[config.mk]
export PLATFORM = sky130hd
export DESIGN_NAME = if_fetch
export DESIGN_NICKNAME = d
export VERILOG_FILES = /design/src/rtl/if_fetch.sv
export SDC_FILE = /design/constraint.sdc
export NUM_CORES = 1
export LEC_CHECK = 0
export BUFFER_PORTS_ARGS = -buffer_cell sky130_fd_sc_hd__buf_4
export CAP_MARGIN = 0
export CELL_PAD_IN_SITES_DETAIL_PLACEMENT = 1
export CELL_PAD_IN_SITES_GLOBAL_PLACEMENT = 1
export CORE_MARGIN = 8
export CORE_UTILIZATION = 40
export CTS_CLUSTER_DIAMETER = 200
export DETAILED_ROUTE_END_ITERATION = 16
export PLACE_DENSITY_LB_ADDON = 0.1
export SLEW_MARGIN = 20
export SYNTH_ARGS = -nofsm -noshare
export SYNTH_HDL_FRONTEND = slang
export SYNTH_SLANG_ARGS = --single-unit
export TNS_END_PERCENT = 100
[constraint.sdc]
create_clock -name clk -period 7.4 [get_ports clk]
set_input_delay 0 -clock clk [delete_from_list [all_inputs] [get_ports clk]]
set_output_delay 0 -clock clk [all_outputs]
set_load 0.01 [all_outputs]
[src/rtl/if_fetch.sv]
// ---------------------------------------------------------------------------
// if_fetch -- instruction fetch stage with a single outstanding memory request
//
// Issues word-aligned requests to an instruction memory with a request/grant,
// read-valid handshake. It keeps at most one request in flight and presents
// the fetched word to the IF/ID register. A one-entry skid buffer holds a
// response that arrives while the stage is stalled. Redirects kill the
// in-flight work. A response that is already granted but not yet returned is
// drained and discarded.
//
// Ports:
//   clk, reset         clock; asynchronous active-high reset
//   stall_f            IF/ID register stalled; fetch outputs hold
//   redirect           taken branch/jump; restart fetch at redirect_pc
//   redirect_pc[31:0]  new fetch address (bits [1:0] ignored)
//   imem_req/imem_addr request and word address to instruction memory
//   imem_gnt           request accepted this cycle
//   imem_rvalid/rdata  read response (one per accepted request)
//   instr_f/pc_f       fetched instruction and its address (registered)
//   pcplus4_f          pc_f + 4
//   valid_f            instr_f/pc_f hold a real instruction (registered)
// ---------------------------------------------------------------------------
module if_fetch #(
    parameter logic [31:0] RESET_PC  = 32'h0000_0000,
    parameter logic [31:0] NOP_INSTR = 32'h0000_0013
) (
    input  logic        clk,
    input  logic        reset,
    input  logic        stall_f,
    input  logic        redirect,
    input  logic [31:0] redirect_pc,
    output logic        imem_req,
    output logic [31:0] imem_addr,
    input  logic        imem_gnt,
    input  logic        imem_rvalid,
    input  logic [31:0] imem_rdata,
    output logic [31:0] instr_f,
    output logic [31:0] pc_f,
    output logic [31:0] pcplus4_f,
    output logic        valid_f
);

    typedef enum logic [1:0] {
        S_REQ   = 2'd0,   // issuing a request at fetch_pc
        S_WAIT  = 2'd1,   // request granted, awaiting rvalid
        S_HOLD  = 2'd2,   // response parked in the skid buffer behind a stall
        S_DRAIN = 2'd3    // granted response was killed by a redirect
    } state_t;

    state_t      state_q, state_d;
    logic [31:0] fetch_pc_q, fetch_pc_d;
    logic [31:0] pending_pc_q, pending_pc_d;
    logic [31:0] skid_instr_q, skid_instr_d;
    logic [31:0] skid_pc_q, skid_pc_d;
    logic [31:0] instr_q, instr_d;
    logic [31:0] pc_q, pc_d;
    logic        valid_q, valid_d;
    logic        req_d;
    logic [31:0] redirect_word;

    // Redirect targets are forced to a word boundary.
    assign redirect_word = redirect_pc & ~32'h0000_0003;

    always_comb begin
        state_d      = state_q;
        fetch_pc_d   = fetch_pc_q;
        pending_pc_d = pending_pc_q;
        skid_instr_d = skid_instr_q;
        skid_pc_d    = skid_pc_q;
        instr_d      = instr_q;
        pc_d         = pc_q;
        valid_d      = valid_q;
        req_d        = 1'b0;

        // An unstalled cycle that loads nothing presents a bubble; pc_f holds.
        if (!stall_f) begin
            instr_d = NOP_INSTR;
            valid_d = 1'b0;
        end

        if (redirect) begin
            // Redirect overrides stall, rvalid and grant. Leaving HOLD
            // implicitly empties the skid buffer.
            fetch_pc_d = redirect_word;
            instr_d    = NOP_INSTR;
            valid_d    = 1'b0;
            case (state_q)
                S_WAIT:  state_d = imem_rvalid ? S_REQ : S_DRAIN;
                // The memory may have accepted the request this cycle; its
                // response must be swallowed.
                S_REQ:   state_d = imem_gnt ? S_DRAIN : S_REQ;
                // If the killed response lands in the same cycle as a further
                // redirect it is consumed, so there is nothing left to drain.
                S_DRAIN: state_d = imem_rvalid ? S_REQ : S_DRAIN;
                default: state_d = S_REQ;
            endcase
        end else begin
            case (state_q)
                S_REQ: begin
                    req_d = 1'b1;
                    if (imem_gnt) begin
                        pending_pc_d = fetch_pc_q;
                        fetch_pc_d   = fetch_pc_q + 32'd4;
                        state_d      = S_WAIT;
                    end
                end
                S_WAIT: begin
                    if (imem_rvalid) begin
                        if (!stall_f) begin
                            instr_d = imem_rdata;
                            pc_d    = pending_pc_q;
                            valid_d = 1'b1;
                            // Back-to-back request keeps zero-wait memory at
                            // one instruction per cycle.
                            req_d   = 1'b1;
                            if (imem_gnt) begin
                                pending_pc_d = fetch_pc_q;
                                fetch_pc_d   = fetch_pc_q + 32'd4;
                                state_d      = S_WAIT;
                            end else begin
                                state_d = S_REQ;
                            end
                        end else begin
                            skid_instr_d = imem_rdata;
                            skid_pc_d    = pending_pc_q;
                            state_d      = S_HOLD;
                        end
                    end
                end
                S_HOLD: begin
                    if (!stall_f) begin
                        instr_d = skid_instr_q;
                        pc_d    = skid_pc_q;
                        valid_d = 1'b1;
                        state_d = S_REQ;
                    end
                end
                S_DRAIN: begin
                    if (imem_rvalid) begin
                        state_d = S_REQ;
                    end
                end
                default: state_d = S_REQ;
            endcase
        end
    end

    always_ff @(posedge clk or posedge reset) begin
        if (reset) begin
            state_q      <= S_REQ;
            fetch_pc_q   <= RESET_PC;
            pending_pc_q <= 32'd0;
            skid_instr_q <= 32'd0;
            skid_pc_q    <= 32'd0;
            instr_q      <= NOP_INSTR;
            pc_q         <= 32'd0;
            valid_q      <= 1'b0;
        end else begin
            state_q      <= state_d;
            fetch_pc_q   <= fetch_pc_d;
            pending_pc_q <= pending_pc_d;
            skid_instr_q <= skid_instr_d;
            skid_pc_q    <= skid_pc_d;
            instr_q      <= instr_d;
            pc_q         <= pc_d;
            valid_q      <= valid_d;
        end
    end

    // The request is a function of the current-cycle handshake so that a
    // response and the next request can share a cycle; reset masks it.
    assign imem_req  = req_d & ~reset;
    assign imem_addr = fetch_pc_q;
    assign instr_f   = instr_q;
    assign pc_f      = pc_q;
    assign valid_f   = valid_q;
    assign pcplus4_f = pc_q + 32'd4;

endmodule

==> Yosys cells after proc, flatten, opt, wreduce, memory -nomap -nowiden <==
Cells that the tools add are included.
{ "classes": {"n_addsub": 2, "n_mux": 39, "n_eq_ne": 11, "bitwise_logic": 3, "reduce_logical": 10} }
{ "op_table": {"columns": ["cell", "count"], "rows": [
  ["32-bit two-way mux", 15],
  ["32-bit one-hot mux with 2 select lines", 4],
  ["32-bit by 3-bit adder with 32-bit output, second input constant", 2],
  ["2-bit two-way mux", 8],
  ["3-bit != test, second input constant", 5],
  ["4-bit AND reduction", 3],
  ["1-bit two-way mux", 8],
  ["2-bit one-hot mux with 4 select lines", 1],
  ["2-bit != test, second input constant", 3],
  ["5-bit AND reduction", 1],
  ["2-bit equality test, second input constant", 2],
  ["1-bit one-hot mux with 2 select lines", 2],
  ["2-bit one-hot mux with 2 select lines", 1],
  ["2-bit nonzero test", 2],
  ["3-bit AND reduction", 1],
  ["3-bit nonzero test", 1],
  ["2-bit by 1-bit equality test with 1-bit output, second input constant", 1],
  ["2-bit logical NOT", 1],
  ["1-bit inverter", 2],
  ["2-bit OR reduction", 1],
  ["1-bit bitwise AND", 1]
]} }
{ "totals": {"wordCells": 73, "input_bits": 70, "regBits": 195} }

==> Logic depth before layout (Yosys ltp) <==
Gate-level depths: netlist of the first run.
{ "depth": {"depth_word": 6, "mapped_depth": 9} }

==> Worst setup path after synthesis of the first run <==
OpenSTA, ideal clock, no wires.
{ "synth_path": {"path_kind": "register -> register", "startpoint": "register state_q[1]", "endpoint": "register fetch_pc_q[17], in the netlist imem_addr[17]", "required_time_ns": 7.275, "t_arrival_ns": 1.809, "path_buffers": 0, "stages_incl_launch_ff": 8, "setup_ns": 0.125, "slack_ns": 5.466, "path_cell_list": "dfrtp_1 > inv_1 > ha_1 > and2b_2 > o2111ai_2 > nor4_1 > xor2_1 > mux2_2"} }
{ "synth_between": {"elab_chain_cells": 3, "word_cells_on_any_way": 8} }
{ "synth_lines": {"columns": ["item", "line", "source"], "rows": [
  ["start: declaration", "50", "state_t state_q, state_d;"],
  ["start signal: assignment", "159", "state_q <= state_d;"],
  ["2-bit by 1-bit equality test with 1-bit output or 2-bit logical NOT (tied branches)", "98", "case (state_q)"],
  ["3-bit != test (no line), or another cell as far along", null, null],
  ["3-bit AND reduction (no line) or 32-bit two-way mux (tied branches)", null, null],
  ["end signal: assignment", "160", "fetch_pc_q <= fetch_pc_d;"],
  ["end: declaration", "51", "logic [31:0] fetch_pc_q, fetch_pc_d;"]
]} }
Parallel ways exist; a longest one is shown, timed or not.
A chain may end at the register's enable or synchronous reset.

==> Worst setup path after layout of the first run <==
{ "layout_path": {"startpoint": "register state_q[1]", "endpoint": "register skid_pc_q[9]"} }
{ "layout_between": {"elab_chain_cells": 2} }
{ "layout_lines": {"columns": ["item", "line", "source"], "rows": [
  ["2-bit by 1-bit equality test with 1-bit output", "98", null],
  ["4-bit AND reduction (no line)", null, null],
  ["end signal: assignment", "163", "skid_pc_q <= skid_pc_d;"],
  ["end: declaration", "54", "logic [31:0] skid_pc_q, skid_pc_d;"]
]} }
No other way between the ends.

==> flow_metrics.env, run 1 <==
export IMPL_ys_types=51
export IMPL_cts_resized=0
export IMPL_r2r_slack_ps=4730
export IMPL_grt_pass1_wl_mm=39.5
export IMPL_routed_wl_mm=24.7
export IMPL_layout_drive_gt1_share_pct=32.6
export IMPL_cellLeakagePower_nw=5.18
export IMPL_ios=200
export IMPL_grt_pass1_vias=7266
export IMPL_vias=6879
export IMPL_die_area_um2=27100
export IMPL_crit_reg2reg_launch="state_q[1]$_DFFE_PP0P_"
export IMPL_layout_commonest_cell="buf_4"
export IMPL_reg2reg_to="skid_pc_q[9]$_DFFE_PP0P_"
export IMPL_ant_nets=0
export IMPL_hold_violations=0
export IMPL_num_rows=54
export IMPL_worstPathRequired_ps=7690
export IMPL_seq_area_frac_synth_pct=52.9
export IMPL_gr_total_overflow=0
export IMPL_synth_ff_type="dfrtp_1"
export IMPL_startpoint="state_q[1]$_DFFE_PP0P_"
export IMPL_cts_clk_slew_worst_paths_ps=70
export IMPL_cp_endpoint="skid_pc_q[9]$_DFFE_PP0P_"
export IMPL_synth_top_family_by_area="multiplexers"
export IMPL_drtIter0Drc=393
export IMPL_synth_cells=804
export IMPL_finalSetupViolCount=0
export IMPL_fp_dieW_um=165
export IMPL_synth_xor_area_share_pct=5.64
export IMPL_dp_final_hpwl_mm=16.9
export IMPL_r2r_cells=4
export IMPL_status="finished clean"
export IMPL_clockBufferDepth=2
export IMPL_cts_root_buf="clkbuf_16"
export IMPL_post_place_ws_ps=4730
export IMPL_maxCapViolations=0
export IMPL_rsz0062_at_grt="false"
export IMPL_end_kind="flip-flop"
export IMPL_tightest_slew_ps=978
export IMPL_postPlaceCellArea_um2=10500
export IMPL_ys_warn_count=0
export IMPL_diodes=0
export IMPL_ys_async_sr_fraction_pct=100
export IMPL_crit_type="flip-flop to flip-flop"
export IMPL_crit_arrival_ps=2960
export IMPL_cts_buffers=17
export IMPL_timing_final_crit_share_pct=36.1
export IMPL_nets=1119
export IMPL_place_congestion=0.756
export IMPL_wire_per_inst_um=18.5
export IMPL_htreeDepth=4
export IMPL_cp_start_kind="flip-flop"
export IMPL_drtPass1Iterations=4
export IMPL_vdd_ir_drop_max_mv=0.176
export IMPL_setup_slack_ps=4730
export IMPL_grt_max_degree=124
export IMPL_skew_ps=10.7
export IMPL_cp_max_fo=62
export IMPL_vias_per_cell=5.16
export IMPL_power_density_nw_per_um2=361
export IMPL_worst_hold_path_type="input port to flip-flop"
export IMPL_grt_usage_pct=18.3
export IMPL_layout_common_cells="buf_4, dfrtp_1, mux2_2, nand2_1, dlygate4sd3_1"
export IMPL_ys_ff_latch=187
export IMPL_setup_tns_ps=0
export IMPL_synthAdderAreaFrac_pct=0.990
export IMPL_cts_sinks=187
export IMPL_layout_min_cycle_time_ps=2670
export IMPL_slew_limit_headroom_pct=34.8
export IMPL_synth_edf_count=0
export IMPL_yosysTopAreaCellShare_pct=52.1
export IMPL_antenna_found_initial=0
export IMPL_synthSimpleGateAreaFrac_pct=12.4
export IMPL_area_delta_synth_final_pct=32.6
export IMPL_synth_compound_area_share_pct=9.42
export IMPL_ys_top_cells_by_area="dfrtp_1, mux2_2, xnor2_1, nand2_1, mux2i_1"
export IMPL_avgSynthCellArea_um2=11.0
export IMPL_start_util_pct=40.7
export IMPL_fmax_mhz=375
export IMPL_synth_cell_area_um2=8850
export IMPL_clk_latency_ps=420
export IMPL_yosysTopAreaCell="dfrtp_1"
export IMPL_synth_area_mux_share_pct=15.3
export IMPL_port_buffers=191
export IMPL_core_area_um2=21800
export IMPL_drc=0
export IMPL_cts_tree="done"
export IMPL_whs_ps=91.7
export IMPL_drv_slew=0
export IMPL_die_height_um=165
export IMPL_fin_area_um2=11700
==> how the worst min path moves through the flow <==
stage,start,slack [ps],depth (start not counted),endpoint
after floorplan,reset,50,1,imem_req
after global placement,redirect_pc[27],210,3,imem_addr[27]$_DFFE_PP0P_
after detailed placement,redirect_pc[14],220,3,imem_addr[14]$_DFFE_PP0P_
after CTS,imem_gnt,70,5,state_q[0]$_DFFE_PP0P_
after global routing,imem_gnt,150,5,state_q[0]$_DFFE_PP0P_
final,imem_gnt,90,5,state_q[0]$_DFFE_PP0P_
==> critical path, cell delays in order (launching register included) <==
cell     delay (ps)
dfrtp_1         410
inv_1           130
ha_1            530
nand3_4         820
mux2_2          580
==> per-stage QoR <==
step / power (mW) / util [%] / cells
2_1_floorplan: 2.65 / - / 809
4_1_cts: 4.29 / 53.9 / 1334
3_3_place_gp: 3.29 / 48.3 / 1238
3_5_place_dp: 3.35 / 48.3 / 1238
5_1_grt: 4.51 / 53.9 / 1334
6_report: 4.23 / 53.9 / 1334
==> routing by layer <==
metal | GRT usage, % | part of all wire, % | wire, um | up-vias
met3 | 4.31 | 5.7 | 1400 | 22
met2 | 28.4 | 46 | 11300 | 146
met5 | 0 | 0 | 0 | -
met1 | 25.1 | 47 | 11600 | 3411
li1 | - | - | - | 3300
met4 | 5.12 | 1.3 | 331 | 0
==> where the power goes <==
group | internal (mW) | switching, mW
clock | 0.500 | 0.397
sequential | 1.41 | 0.352
combinational | 0.818 | 0.755
==> final cells by class <==
class | instances | area [um^2]
timing repair buffer | 264 | 2140
clock buffer | 18 | 429
inverter | 11 | 48.8
multi-input combinational | 561 | 3930
sequential | 187 | 4680
tap | 280 | 350
fill | 2356 | 10000
clock inverter | 13 | 141
==> cells in the mapped netlist (2+ instances only) <==
cell	number
xor2_1	16
nor4_2	3
nor3_1	11
ha_1	7
nand3_1	19
nand2b_1	4
a22oi_1	33
mux2_2	93
and4_1	5
dfrtp_1	184
nor2b_1	2
and3_1	9
nand4_1	15
and2_1	4
nor2_1	51
buf_4	6
clkbuf_1	32
nor4_1	7
clkdlybuf4s15_1	2
buf_2	5
inv_1	11
a21oi_1	42
mux2i_1	31
and2b_2	2
nand2_1	83
buf_1	3
dfstp_2	3
o21ai_1	2
o21ai_0	57
xnor2_1	41
==> registers in the layout, summed over array words and instances (netlist names) <==
| register | cells |
|---|---|
| state_q | 2 |
| instr_f | 32 |
| skid_pc_q | 30 |
| pc_f | 30 |
| valid_f | 1 |
| pending_pc_q | 30 |
| imem_addr | 30 |
| skid_instr_q | 32 |
==> cell families (layout without fill, tap and decap cells) <==
logic type / after synthesis / after routing
other: 1 / 6
flip-flops: 187 / 187
AND/OR/NAND/NOR: 224 / 224
AO/OA/AOI/OAI: 143 / 143
adder cells (fa/ha/maj): 7 / 7
buffers and inverters: 61 / 306
multiplexers: 124 / 124
XOR/XNOR: 57 / 57
==> what timing repair did <==
item / in CTS / in global routing
hold buffers: 65 / 0
buffers inserted: 0 / 0
endpoints found under the hold margin: 214 / 0
endpoints found under the setup margin: 0 / 0
No activity file was read; power rests on OpenSTA's default activity.
==> inputs of run 2 (changes only) <==
ABC_AREA = 1   (was default)
clock period = 2.6 ns   (was 7.4 ns; I/O delays follow)
==> run 2 against run 1 <==
  * Sequential share of layout area is 3.6 points lower
  * Synthesized cell count is 69% higher
  * Worst hold slack worse by 66 ps
  * Routed wire length is 29% higher
  * Largest cell class unchanged
  * Synthesized area is 13% higher
  * Core utilization is 1.0 points lower
  * Largest power group is now combinational cells
==> flow_metrics.env, run 2 <==
export IMPL_avgSynthCellArea_um2=7.32
export IMPL_dp_final_hpwl_mm=22.5
export IMPL_crit_type="flip-flop to output port"
export IMPL_cts_sinks=187
export IMPL_diodes=0
export IMPL_wire_per_inst_um=16.5
export IMPL_ys_async_sr_fraction_pct=100
export IMPL_die_height_um=174
export IMPL_drtPass1Iterations=5
export IMPL_clk_latency_ps=440
export IMPL_grt_pass1_vias=10173
export IMPL_hold_buffers=67
export IMPL_cts_setup_buffers=0
export IMPL_grt_usage_pct=21.2
export IMPL_vdd_ir_drop_max_mv=0.448
export IMPL_cp_start_kind="flip-flop"
export IMPL_grt_pass1_wl_mm=53.2
export IMPL_grt_max_degree=106
export IMPL_nets=1664
export IMPL_core_area_um2=24400
export IMPL_area_delta_synth_final_pct=29.4
export IMPL_vias_per_cell=5.01
export IMPL_hold_violations=0
export IMPL_drv_slew=0
export IMPL_clockBufferDepth=2
export IMPL_skew_ps=16.9
export IMPL_cts_tree="done"
export IMPL_start_util_pct=40.9
export IMPL_cts_resized=0
export IMPL_yosysTopAreaCellShare_pct=46.2
export IMPL_ant_nets=0
export IMPL_power_density_nw_per_um2=1010
export IMPL_port_buffers=191
export IMPL_vias=9644
export IMPL_synth_edf_count=0
export IMPL_ys_top_cells_by_area="dfrtp_1, nand2_1, o21ai_1, o21ai_0, nand3_1"
export IMPL_layout_commonest_cell="nand2_1"
export IMPL_tightest_slew_ps=711
export IMPL_fp_dieW_um=174
export IMPL_totalPowerFinal_mw=13.0
export IMPL_layout_common_cells="nand2_1, buf_4, dfrtp_1, inv_1, o21ai_1"
export IMPL_status="finished clean"
export IMPL_startpoint="pc_f[3]$_DFFE_PP0P_"
export IMPL_timing_final_crit_share_pct=89.0
export IMPL_drc=0
export IMPL_antenna_found_initial=0
export IMPL_cts_buffers=17
export IMPL_cts_root_buf="clkbuf_16"
export IMPL_htreeDepth=4
export IMPL_ys_types=35
export IMPL_cp_max_fo=4
export IMPL_setup_tns_ps=0
export IMPL_cts_clk_slew_worst_paths_ps=70
export IMPL_finalSetupViolCount=0
export IMPL_synth_ff_type="dfrtp_1"
export IMPL_die_area_um2=30200
export IMPL_place_congestion=0.842
export IMPL_rsz0062_at_grt="false"
export IMPL_ios=200
export IMPL_synth_common_cells="nand2_1, dfrtp_1, inv_1"
export IMPL_gr_total_overflow=0
export IMPL_slew_limit_headroom_pct=52.5
export IMPL_layout_min_cycle_time_ps=2310
export IMPL_yosysTopAreaCell="dfrtp_1"
export IMPL_hold_start="imem_rvalid"
export IMPL_ys_warn_count=0
export IMPL_routed_wl_mm=31.8
export IMPL_synth_cells=1362
export IMPL_worstPathRequired_ps=2600
export IMPL_layout_drive_gt1_share_pct=16.4
export IMPL_cellLeakagePower_nw=6.18
export IMPL_num_rows=57
export IMPL_maxCapViolations=0
export IMPL_synth_cell_area_um2=9970
export IMPL_synth_most_common_cell="nand2_1"
export IMPL_ys_ff_latch=187
export IMPL_seq_area_frac_synth_pct=47.0
export IMPL_drtIter0Drc=675
export IMPL_worst_hold_path_type="input port to flip-flop"
export IMPL_crit_arrival_ps=2310
export IMPL_crit_reg2reg_launch="state_q[1]$_DFFE_PP0P_"
export IMPL_fmax_mhz=432
export IMPL_end_kind="output port"
[run 2: changes by cell type in the layout (fill, tap and decap cells not counted), moves of 7 or more]
cell / change
xor2_1: +7
nand2_1: +310
a21oi_1: -22
nor2_1: +62
a22oi_1: -33
xnor2_1: -41
mux2_2: -93
inv_1: +131
mux2i_1: -31
o21ai_1: +125
nand3_1: +89
o21ai_0: +59
and3_1: -8
[run 2: worst max-delay path, cell delays in order (launching register included)]
cell and delay (ps):
dfrtp_1 400, ha_1 200, nand3_1 170, inv_2 110
nand2_1 140, nor2_2 260, nand2_2 110, nor2_2 160
nand2_1 70, nand2_1 60, nand2_1 60, buf_4 140
[run 2: report_power, final]
group	internal (mW)	switching [mW]
logic	2.09	3.23
registers	4.04	1.09
clock network	1.29	1.26
total	7.43	5.59
[run 2: cells by family (layout without fill, tap and decap cells)]
| logic type | after synthesis | in the layout | share of synthesized area [%] |
|---|---|---|---|
| and+or+nand+nor | 655 | 655 | 27.0 |
| buffers and inverters | 219 | 452 | 9.23 |
| DFF | 187 | 187 | 47.0 |
| other | 1 | 6 | 0.0376 |
| AOI/OAI and AO/OA | 269 | 269 | 13.7 |
| muxes | 1 | 1 | 0.151 |
| xor gates and xnor gates | 23 | 23 | 2.02 |
| adders and majority gates | 7 | 7 | 0.879 |
[run 2: stage by stage]
step                cells  instance area (um^2)  hold slack [ps]  setup WS [ps]  util [%]
CTS                  1924                 12900             2.49            231      52.9
global route         1924                 12900             49.3           65.1      52.9
finish               1924                 12900             25.7            286      52.9
global placement     1825                 11700              159            554      47.8
floorplan            1367                  9990             47.5            196         -
detailed placement   1825                 11700              167            487      47.8
[run 2: cell type report]
cell class,instances,area [um^2]
Clock buffer,18,439
Clock inverter,14,128
Fill cell,3103,11500
Inverter,146,553
Multi-Input combinational cell,961,4390
Sequential cell,187,4680
Tap cell,324,405
Timing Repair Buffer,274,2300
[run 2: path summary, 6_finish.rpt]
kind	endpoint	slack, ps	cells past startpoint
worst min-delay path	valid_f$_DFF_PP0_	30	5
worst max register to register	skid_pc_q[20]$_DFFE_PP0P_	330	8
worst min register to register	pending_pc_q[15]$_DFFE_PP0P_	490	2
min in group asynchronous	instr_f[19]$_DFF_PP0_	240	3
worst max-delay path	pcplus4_f[28]	290	11
max in group asynchronous	skid_pc_q[18]$_DFFE_PP0P_	1530	4
[run 2: routing by layer]
| metal | GRT usage, % | wire length, um | vias to the layer above | share of wire [%] |
|---|---|---|---|---|
| li1 | - | - | 4787 | - |
| met1 | 28.3 | 15100 | 4595 | 48 |
| met2 | 34.0 | 14600 | 227 | 46 |
| met3 | 4.51 | 1550 | 35 | 4.9 |
| met4 | 5.91 | 567 | 0 | 1.8 |
| met5 | 0 | 0 | - | 0 |
